### src/rtl/memory_stage_pkg.sv
// memory_stage_pkg: definitions shared by the memory stage and its
// condition decoder.
//   WORD_W        datapath width for addresses, store data and writeback values
//   CNT_W         width of the dmem_ready wait counter (covers TIMEOUT 1..255)
//   state_t       memory-stage FSM encoding (IDLE / ACCESS / DONE)
//   CC_*          B.cond condition-field encodings
//   is_aligned()  doubleword alignment test on a data address
package memory_stage_pkg;

  localparam int WORD_W = 64;
  localparam int CNT_W  = 8;

  typedef enum logic [1:0] {
    ST_IDLE   = 2'd0,
    ST_ACCESS = 2'd1,
    ST_DONE   = 2'd2
  } state_t;

  localparam logic [3:0] CC_EQ = 4'h0;
  localparam logic [3:0] CC_NE = 4'h1;
  localparam logic [3:0] CC_HS = 4'h2;
  localparam logic [3:0] CC_LO = 4'h3;
  localparam logic [3:0] CC_MI = 4'h4;
  localparam logic [3:0] CC_PL = 4'h5;
  localparam logic [3:0] CC_VS = 4'h6;
  localparam logic [3:0] CC_VC = 4'h7;
  localparam logic [3:0] CC_HI = 4'h8;
  localparam logic [3:0] CC_LS = 4'h9;
  localparam logic [3:0] CC_GE = 4'hA;
  localparam logic [3:0] CC_LT = 4'hB;
  localparam logic [3:0] CC_GT = 4'hC;
  localparam logic [3:0] CC_LE = 4'hD;
  localparam logic [3:0] CC_AL = 4'hE;
  localparam logic [3:0] CC_NV = 4'hF;

  // Data accesses are doubleword-wide, so the low three address bits must be 0.
  function automatic logic is_aligned(input logic [WORD_W-1:0] addr);
    return (addr[2:0] == 3'b000);
  endfunction

endpackage

### src/rtl/cond_eval.sv
// cond_eval: combinational B.cond condition decoder.
//   cond_code  in   4-bit condition field
//   n, z, c, v in   status flags (negative, zero, carry, overflow)
//   cond_true  out  1 when the condition holds for the given flags
module cond_eval
  import memory_stage_pkg::*;
(
  input  logic [3:0] cond_code,
  input  logic       n,
  input  logic       z,
  input  logic       c,
  input  logic       v,
  output logic       cond_true
);

  always_comb begin
    cond_true = 1'b0;
    case (cond_code)
      CC_EQ: cond_true = z;
      CC_NE: cond_true = ~z;
      CC_HS: cond_true = c;
      CC_LO: cond_true = ~c;
      CC_MI: cond_true = n;
      CC_PL: cond_true = ~n;
      CC_VS: cond_true = v;
      CC_VC: cond_true = ~v;
      CC_HI: cond_true = c & ~z;
      CC_LS: cond_true = ~(c & ~z);
      CC_GE: cond_true = (n == v);
      CC_LT: cond_true = (n != v);
      CC_GT: cond_true = ~z & (n == v);
      CC_LE: cond_true = ~(~z & (n == v));
      CC_AL, CC_NV: cond_true = 1'b1;
    endcase
  end

endmodule

### src/rtl/memory_stage.sv
// memory_stage: memory-access stage of the pipeline. Passes ALU results to
// writeback, performs doubleword loads/stores over a ready-handshake data
// bus with a bounded wait, and resolves branches.
//   clk, reset                 clock / asynchronous active-high reset
//   valid_in                   execute-stage operands valid (accepted in IDLE only)
//   alu_result                 data address (mem op) or writeback value
//   branch_target, write_data  branch target / store data
//   mem_read, mem_write, mem_to_reg           memory control bits
//   uncond_branch, cbz_branch, cond_branch    branch type; cond_code B.cond field
//   zero, negative, overflow, carry           status flags
//   dmem_req, dmem_we, dmem_addr, dmem_wdata  data-bus request (held during ACCESS)
//   dmem_ready, dmem_rdata                    data-bus completion / load data
//   stall                      upstream must hold its operands
//   wb_valid, wb_data          one-cycle writeback pulse and value
//   pc_src, pc_target          one-cycle branch-taken pulse and target
//   align_fault, bus_fault     one-cycle fault pulses
module memory_stage
  import memory_stage_pkg::*;
#(
  parameter int TIMEOUT = 255,
  parameter int DATA_W  = WORD_W
) (
  input  logic              clk,
  input  logic              reset,
  input  logic              valid_in,
  input  logic [DATA_W-1:0] alu_result,
  input  logic [DATA_W-1:0] branch_target,
  input  logic [DATA_W-1:0] write_data,
  input  logic              mem_read,
  input  logic              mem_write,
  input  logic              mem_to_reg,
  input  logic              uncond_branch,
  input  logic              cbz_branch,
  input  logic              cond_branch,
  input  logic [3:0]        cond_code,
  input  logic              zero,
  input  logic              negative,
  input  logic              overflow,
  input  logic              carry,
  output logic              dmem_req,
  output logic              dmem_we,
  output logic [DATA_W-1:0] dmem_addr,
  output logic [DATA_W-1:0] dmem_wdata,
  input  logic              dmem_ready,
  input  logic [DATA_W-1:0] dmem_rdata,
  output logic              stall,
  output logic              wb_valid,
  output logic [DATA_W-1:0] wb_data,
  output logic              pc_src,
  output logic [DATA_W-1:0] pc_target,
  output logic              align_fault,
  output logic              bus_fault
);

  localparam logic [CNT_W-1:0] TIMEOUT_C = CNT_W'(TIMEOUT);

  state_t            state_q;
  state_t            state_d;

  logic [DATA_W-1:0] addr_p1;
  logic [DATA_W-1:0] wdata_p1;
  logic              rd_p1;
  logic              we_p1;
  logic              to_reg_p1;
  logic [CNT_W-1:0]  cnt_p1;
  logic [DATA_W-1:0] rdata_p1;

  logic              vld_p2;
  logic [DATA_W-1:0] wb_data_p2;
  logic              pc_src_p2;
  logic [DATA_W-1:0] pc_target_p2;
  logic              align_fault_p2;
  logic              bus_fault_p2;

  logic              accept;
  logic              mem_op;
  logic              aligned;
  logic              in_access;
  logic              last_wait;
  logic              cond_true;
  logic              take_branch;

  cond_eval u_cond_eval (
    .cond_code (cond_code),
    .n         (negative),
    .z         (zero),
    .c         (carry),
    .v         (overflow),
    .cond_true (cond_true)
  );

  assign mem_op      = valid_in & (mem_read | mem_write);
  assign aligned     = is_aligned(alu_result);
  assign accept      = (state_q == ST_IDLE) & valid_in;
  assign in_access   = (state_q == ST_ACCESS);
  // The wait that would bring the counter up to TIMEOUT is the last one allowed.
  assign last_wait   = (cnt_p1 == (TIMEOUT_C - CNT_W'(1)));
  assign take_branch = uncond_branch | (cbz_branch & zero) | (cond_branch & cond_true);

  always_ff @(posedge clk or posedge reset) begin
    if (reset) begin
      state_q <= ST_IDLE;
    end else begin
      state_q <= state_d;
    end
  end

  always_comb begin
    state_d    = state_q;
    dmem_req   = 1'b0;
    dmem_we    = 1'b0;
    dmem_addr  = '0;
    dmem_wdata = '0;
    stall      = 1'b0;

    case (state_q)
      ST_IDLE: begin
        if (mem_op & aligned) begin
          state_d = ST_ACCESS;
        end
        // Gated by reset so the combinational path cannot leak a stall
        // while the stage is held in reset.
        stall = ~reset & mem_op & aligned;
      end
      ST_ACCESS: begin
        if (dmem_ready) begin
          state_d = ST_DONE;
        end else if (last_wait) begin
          state_d = ST_IDLE;
        end
        stall = 1'b1;
      end
      ST_DONE: begin
        state_d = ST_IDLE;
        stall   = 1'b1;
      end
      default: begin
        state_d = ST_IDLE;
      end
    endcase

    if (in_access) begin
      dmem_req   = 1'b1;
      dmem_we    = we_p1;
      dmem_addr  = addr_p1;
      dmem_wdata = wdata_p1;
    end
  end

  always_ff @(posedge clk or posedge reset) begin
    if (reset) begin
      addr_p1        <= '0;
      wdata_p1       <= '0;
      rd_p1          <= 1'b0;
      we_p1          <= 1'b0;
      to_reg_p1      <= 1'b0;
      cnt_p1         <= '0;
      rdata_p1       <= '0;
      vld_p2         <= 1'b0;
      wb_data_p2     <= '0;
      pc_src_p2      <= 1'b0;
      pc_target_p2   <= '0;
      align_fault_p2 <= 1'b0;
      bus_fault_p2   <= 1'b0;
    end else begin
      vld_p2         <= 1'b0;
      pc_src_p2      <= 1'b0;
      align_fault_p2 <= 1'b0;
      bus_fault_p2   <= 1'b0;

      // ---- stage p0 -> p1/p2: accept execute-stage operands in IDLE ----
      if (accept) begin
        pc_src_p2    <= take_branch;
        pc_target_p2 <= branch_target;
        if (!mem_op) begin
          vld_p2     <= 1'b1;
          wb_data_p2 <= alu_result;
        end else if (aligned) begin
          addr_p1   <= alu_result;
          wdata_p1  <= write_data;
          rd_p1     <= mem_read;
          we_p1     <= mem_write;
          to_reg_p1 <= mem_to_reg;
          cnt_p1    <= '0;
        end else begin
          align_fault_p2 <= 1'b1;
        end
      end

      // ---- stage p1: bus access, bounded wait on dmem_ready ----
      if (in_access) begin
        if (dmem_ready) begin
          if (rd_p1) begin
            rdata_p1 <= dmem_rdata;
          end
        end else begin
          cnt_p1 <= cnt_p1 + CNT_W'(1);
          if (last_wait) begin
            bus_fault_p2 <= 1'b1;
          end
        end
      end

      // ---- stage p1 -> p2: report load completion to writeback ----
      if ((state_q == ST_DONE) && to_reg_p1) begin
        vld_p2     <= 1'b1;
        wb_data_p2 <= rdata_p1;
      end
    end
  end

  assign wb_valid    = vld_p2;
  assign wb_data     = wb_data_p2;
  assign pc_src      = pc_src_p2;
  assign pc_target   = pc_target_p2;
  assign align_fault = align_fault_p2;
  assign bus_fault   = bus_fault_p2;

endmodule
### config.mk
export PLATFORM = sky130hd
export DESIGN_NAME = memory_stage
export DESIGN_NICKNAME = d
export VERILOG_FILES = /design/src/rtl/memory_stage_pkg.sv /design/src/rtl/cond_eval.sv /design/src/rtl/memory_stage.sv
export SDC_FILE = /design/constraint.sdc
export NUM_CORES = 1
export LEC_CHECK = 0
export ABC_AREA = 1
export BUFFER_PORTS_ARGS = -buffer_cell sky130_fd_sc_hd__buf_4
export CORE_AREA = 2 2 210 212
export CTS_CLUSTER_DIAMETER = 150
export DETAILED_ROUTE_END_ITERATION = 10
export DIE_AREA = 0 0 212 214
export GPL_ROUTABILITY_DRIVEN = 0
export GPL_TIMING_DRIVEN = 1
export HOLD_SLACK_MARGIN = 0.02
export SLEW_MARGIN = 15
export SYNTH_ARGS = -nofsm -noshare
export SYNTH_HDL_FRONTEND = slang
export SYNTH_HIERARCHICAL = 1
export SYNTH_SLANG_ARGS = --single-unit
export TNS_END_PERCENT = 20
### constraint.sdc
create_clock -name clk -period 27.4 [get_ports clk]
set_clock_uncertainty 0.1 [all_clocks]
set_input_delay 2.74 -clock clk [delete_from_list [all_inputs] [get_ports clk]]
set_output_delay 2.74 -clock clk [all_outputs]
set_load 0.005 [all_outputs]
==> summary.txt <==
Hold Buf Count CTS = 0
worst slack, placed = 19.21 ns
crit path buf inv count = 4
Reg2Reg Depth = 10
Synth warnings = 6
Reg2Reg Setup Slack = 23.52 ns
initial antenna violation count = 2
Final period util = 0.295
commonest cells after routing, fill and taps aside = 605 x nand2_1, 545 x buf_4, 337 x dfrtp_1
Data arrival, critical path = 5.24 ns
Pre-Repair DR Iteration Count = 5
Final Hold Fails = 0
Pint = 1.41 mW
Worst slew margin = 0.369
root buffer cell = clkbuf_16
number of global-route vias before repair = 12800
fin area = 20600 sq um
CP Cell Sequence = buf_4 > nand2_2 > buf_4 > nor2_2 > nand2_4 > inv_4 > nand2_1 > a21oi_1 > buf_4
leading cell type in the layout, fill and taps excluded = nand2_1
Least-Margin Pin Slew = 0.947 ns
kind of critical path = input port to output port
total CTS buffers = 40
Port Buffer Count = 536
PnR worst setup slack = 19.32 ns
final WL = 45.6 mm
DRT iter0 DRCs = 625
antenna-violating nets left = 0
most frequent CP cell = buf_4
initial core utilization = 0.347
post_cts resized = 0
Max Fclk = 124 MHz
first-pass GRT wire length = 70.6 mm
total track usage = 0.197
clock-pin slew on the worst setup and hold paths = 0.05 ns
clk_lat worst skew = 0.55 ns
Yosys reg bits = 337
CTS sink cnt = 337
Die X = 212 um
Filler Cells Inserted = 4199
post-synth top area share = 0.567
Sw Share = 0.336
final max-slew violation count = 0
sequential fraction of the synthesis area = 0.567
Setup TNS Final = 0 ns
Worst Path Required = 24.56 ns
H-tree depth = 2
r2r startpoint = state_q[1]$_DFFE_PP0P_
via count = 12800
area delta synth->final = 38.2%
post-layout min period = 8.08 ns
crit-path leading delay family = buffers and inverters
Pwr Density = 103 nW/um^2
io pins = 537
maximum clock path buffer count = 3
crit start category = input port
layout cells sized above 1 = 0.314
Logic pwr share = 0.363
hold path start = wdata_p1[4]$_DFFE_PP0P_
drt wl/cell = 15.9 um
synthesized area = 14900 sq um
P_sw = 0.714 mW
WHS Endpoint = wdata_p1[4]$_DFFE_PP0P_
syn_area_per_cell = 8.51 sq um
Post-CTS Setup Bufs = 0
largest cells by area after synthesis = dfrtp_1 57%, nand2_1 15%, inv_1 7.3%, mux2_2 6.6%, o21ai_0 3.5%
synth unique cells = 23
Hold Crit Class = flop to flop
Max IR drop VDD = 0.0000598 V
nets@finish = 2529
final setup fails = 0
Chip Height = 214 um
Worst path max stage delay = 0.66 ns
Clock power frac = 0.235
DP HPWL = 32.5 mm
core footprint = 42900 sq um
final worst hold slack = 0.373 ns
MaxCap Viol Count = 0
synthesized net count = 2029
Hold Path Stages = 2
status = completed
sequential power share = 0.401
Die ar. = 45400 sq um
DP Area = 19300 sq um
CTS tree = built
Slowest-stage cell, CP = buf_4
# DRC = 0
largest net degree at the start of global routing = 168
RR Endpoint = rd_p1$_DFFE_PP0P_
Worst setup EP type = output port
Post-Syn Instances = 1749
largest fanout on the critical path = 71
vias per cell = 4.47
gr ovfl total = 0
Synth area leader = dfrtp_1
LEAKAGE = 11.9 nW
Cell Rows = 76
RSZ-0062 raised after global routing = false
Yosys cell counts (all sizes together):
| cell type | number |
|---|---|
| nand2 | 619 |
| dfrtp | 337 |
| inv | 291 |
| o21ai | 132 |
| nor2 | 92 |
| mux2 | 87 |
| a21oi | 68 |
| buf | 56 |
| clkbuf | 32 |
| nand3 | 21 |
| ha | 6 |
| nand4 | 3 |
| a21o | 1 |
| clkinv | 1 |
| nor3 | 1 |
| or2 | 1 |
| xor2 | 1 |
power by group through the flow:
stage | logic [mW] | registers, mW | clock network (mW)
floorplan | 0.389 | 0.840 | 0
global placement | 0.770 | 0.851 | 0
detailed placement | 0.785 | 0.858 | 0
CTS | 0.787 | 0.854 | 0.515
global route | 0.863 | 0.880 | 0.536
finish | 0.773 | 0.853 | 0.500
flip-flops by register name (all words and copies together), names as in the netlist:
signal       count
we_p1            1
pc_src           1
pc_target       64
cnt_p1           8
rd_p1            1
wb_data         64
wb_valid         1
bus_fault        1
addr_p1         64
rdata_p1        64
align_fault      1
to_reg_p1        1
wdata_p1        64
state_q          2
stage by stage:
stage          power [mW]  utilization  instances
2_1_floorplan        1.23            -       1749
3_3_place_gp         1.62        0.451       2792
3_5_place_dp         1.64        0.451       2792
4_1_cts              2.16        0.479       2860
5_1_grt              2.28        0.480       2862
6_report             2.13        0.480       2863
worst max path at each step:
stage               startpoint  slack (ns)  depth (start not counted)     to
floorplan                reset       14.36                          3  stall
global route          valid_in       19.04                          9  stall
finish                valid_in       19.32                          9  stall
global placement      valid_in       19.26                          9  stall
detailed placement    valid_in       19.21                          9  stall
CTS                   valid_in       19.22                          9  stall
area by class of cell:
type | instances | area (sq um) | share of cell area
clock buffers | 59 | 1160 | 0.0566
multi-input cells | 1032 | 4960 | 0.241
inverters | 292 | 1110 | 0.0538
well taps | 585 | 732 | 0.0356
flip-flops and latches | 337 | 8430 | 0.410
repair buffers | 546 | 4110 | 0.200
clock inverters | 9 | 56.3 | 0.00274
diodes | 3 | 7.51 | 0.000365
worst register-to-register path: cells and delay by family, from the launching register on:
| family | cells | cell delay (ns) |
|---|---|---|
| adders and majority gates | 1 | 0.27 |
| DFF | 1 | 0.42 |
| buffers and inverters | 4 | 1.85 |
| and+or+nand+nor | 5 | 1.19 |
kinds of logic after synthesis:
group / synth area share
and+or+nand+nor: 0.191
buffers and inverters: 0.103
xor gates and xnor gates: 0.000589
adders and majority gates: 0.00505
AOI/OAI and AO/OA: 0.0678
muxes: 0.0658
DFF: 0.567
metal layers:
metal	GRT usage	vias up	wire length, um	share of wire
met5	0	-	0	0
met4	0.0739	0	1360	0.030
met3	0.0485	77	3270	0.072
met2	0.338	415	22500	0.49
met1	0.239	6031	18500	0.41
li1	-	6265	-	-
No activity file was read; power rests on OpenSTA's default activity.
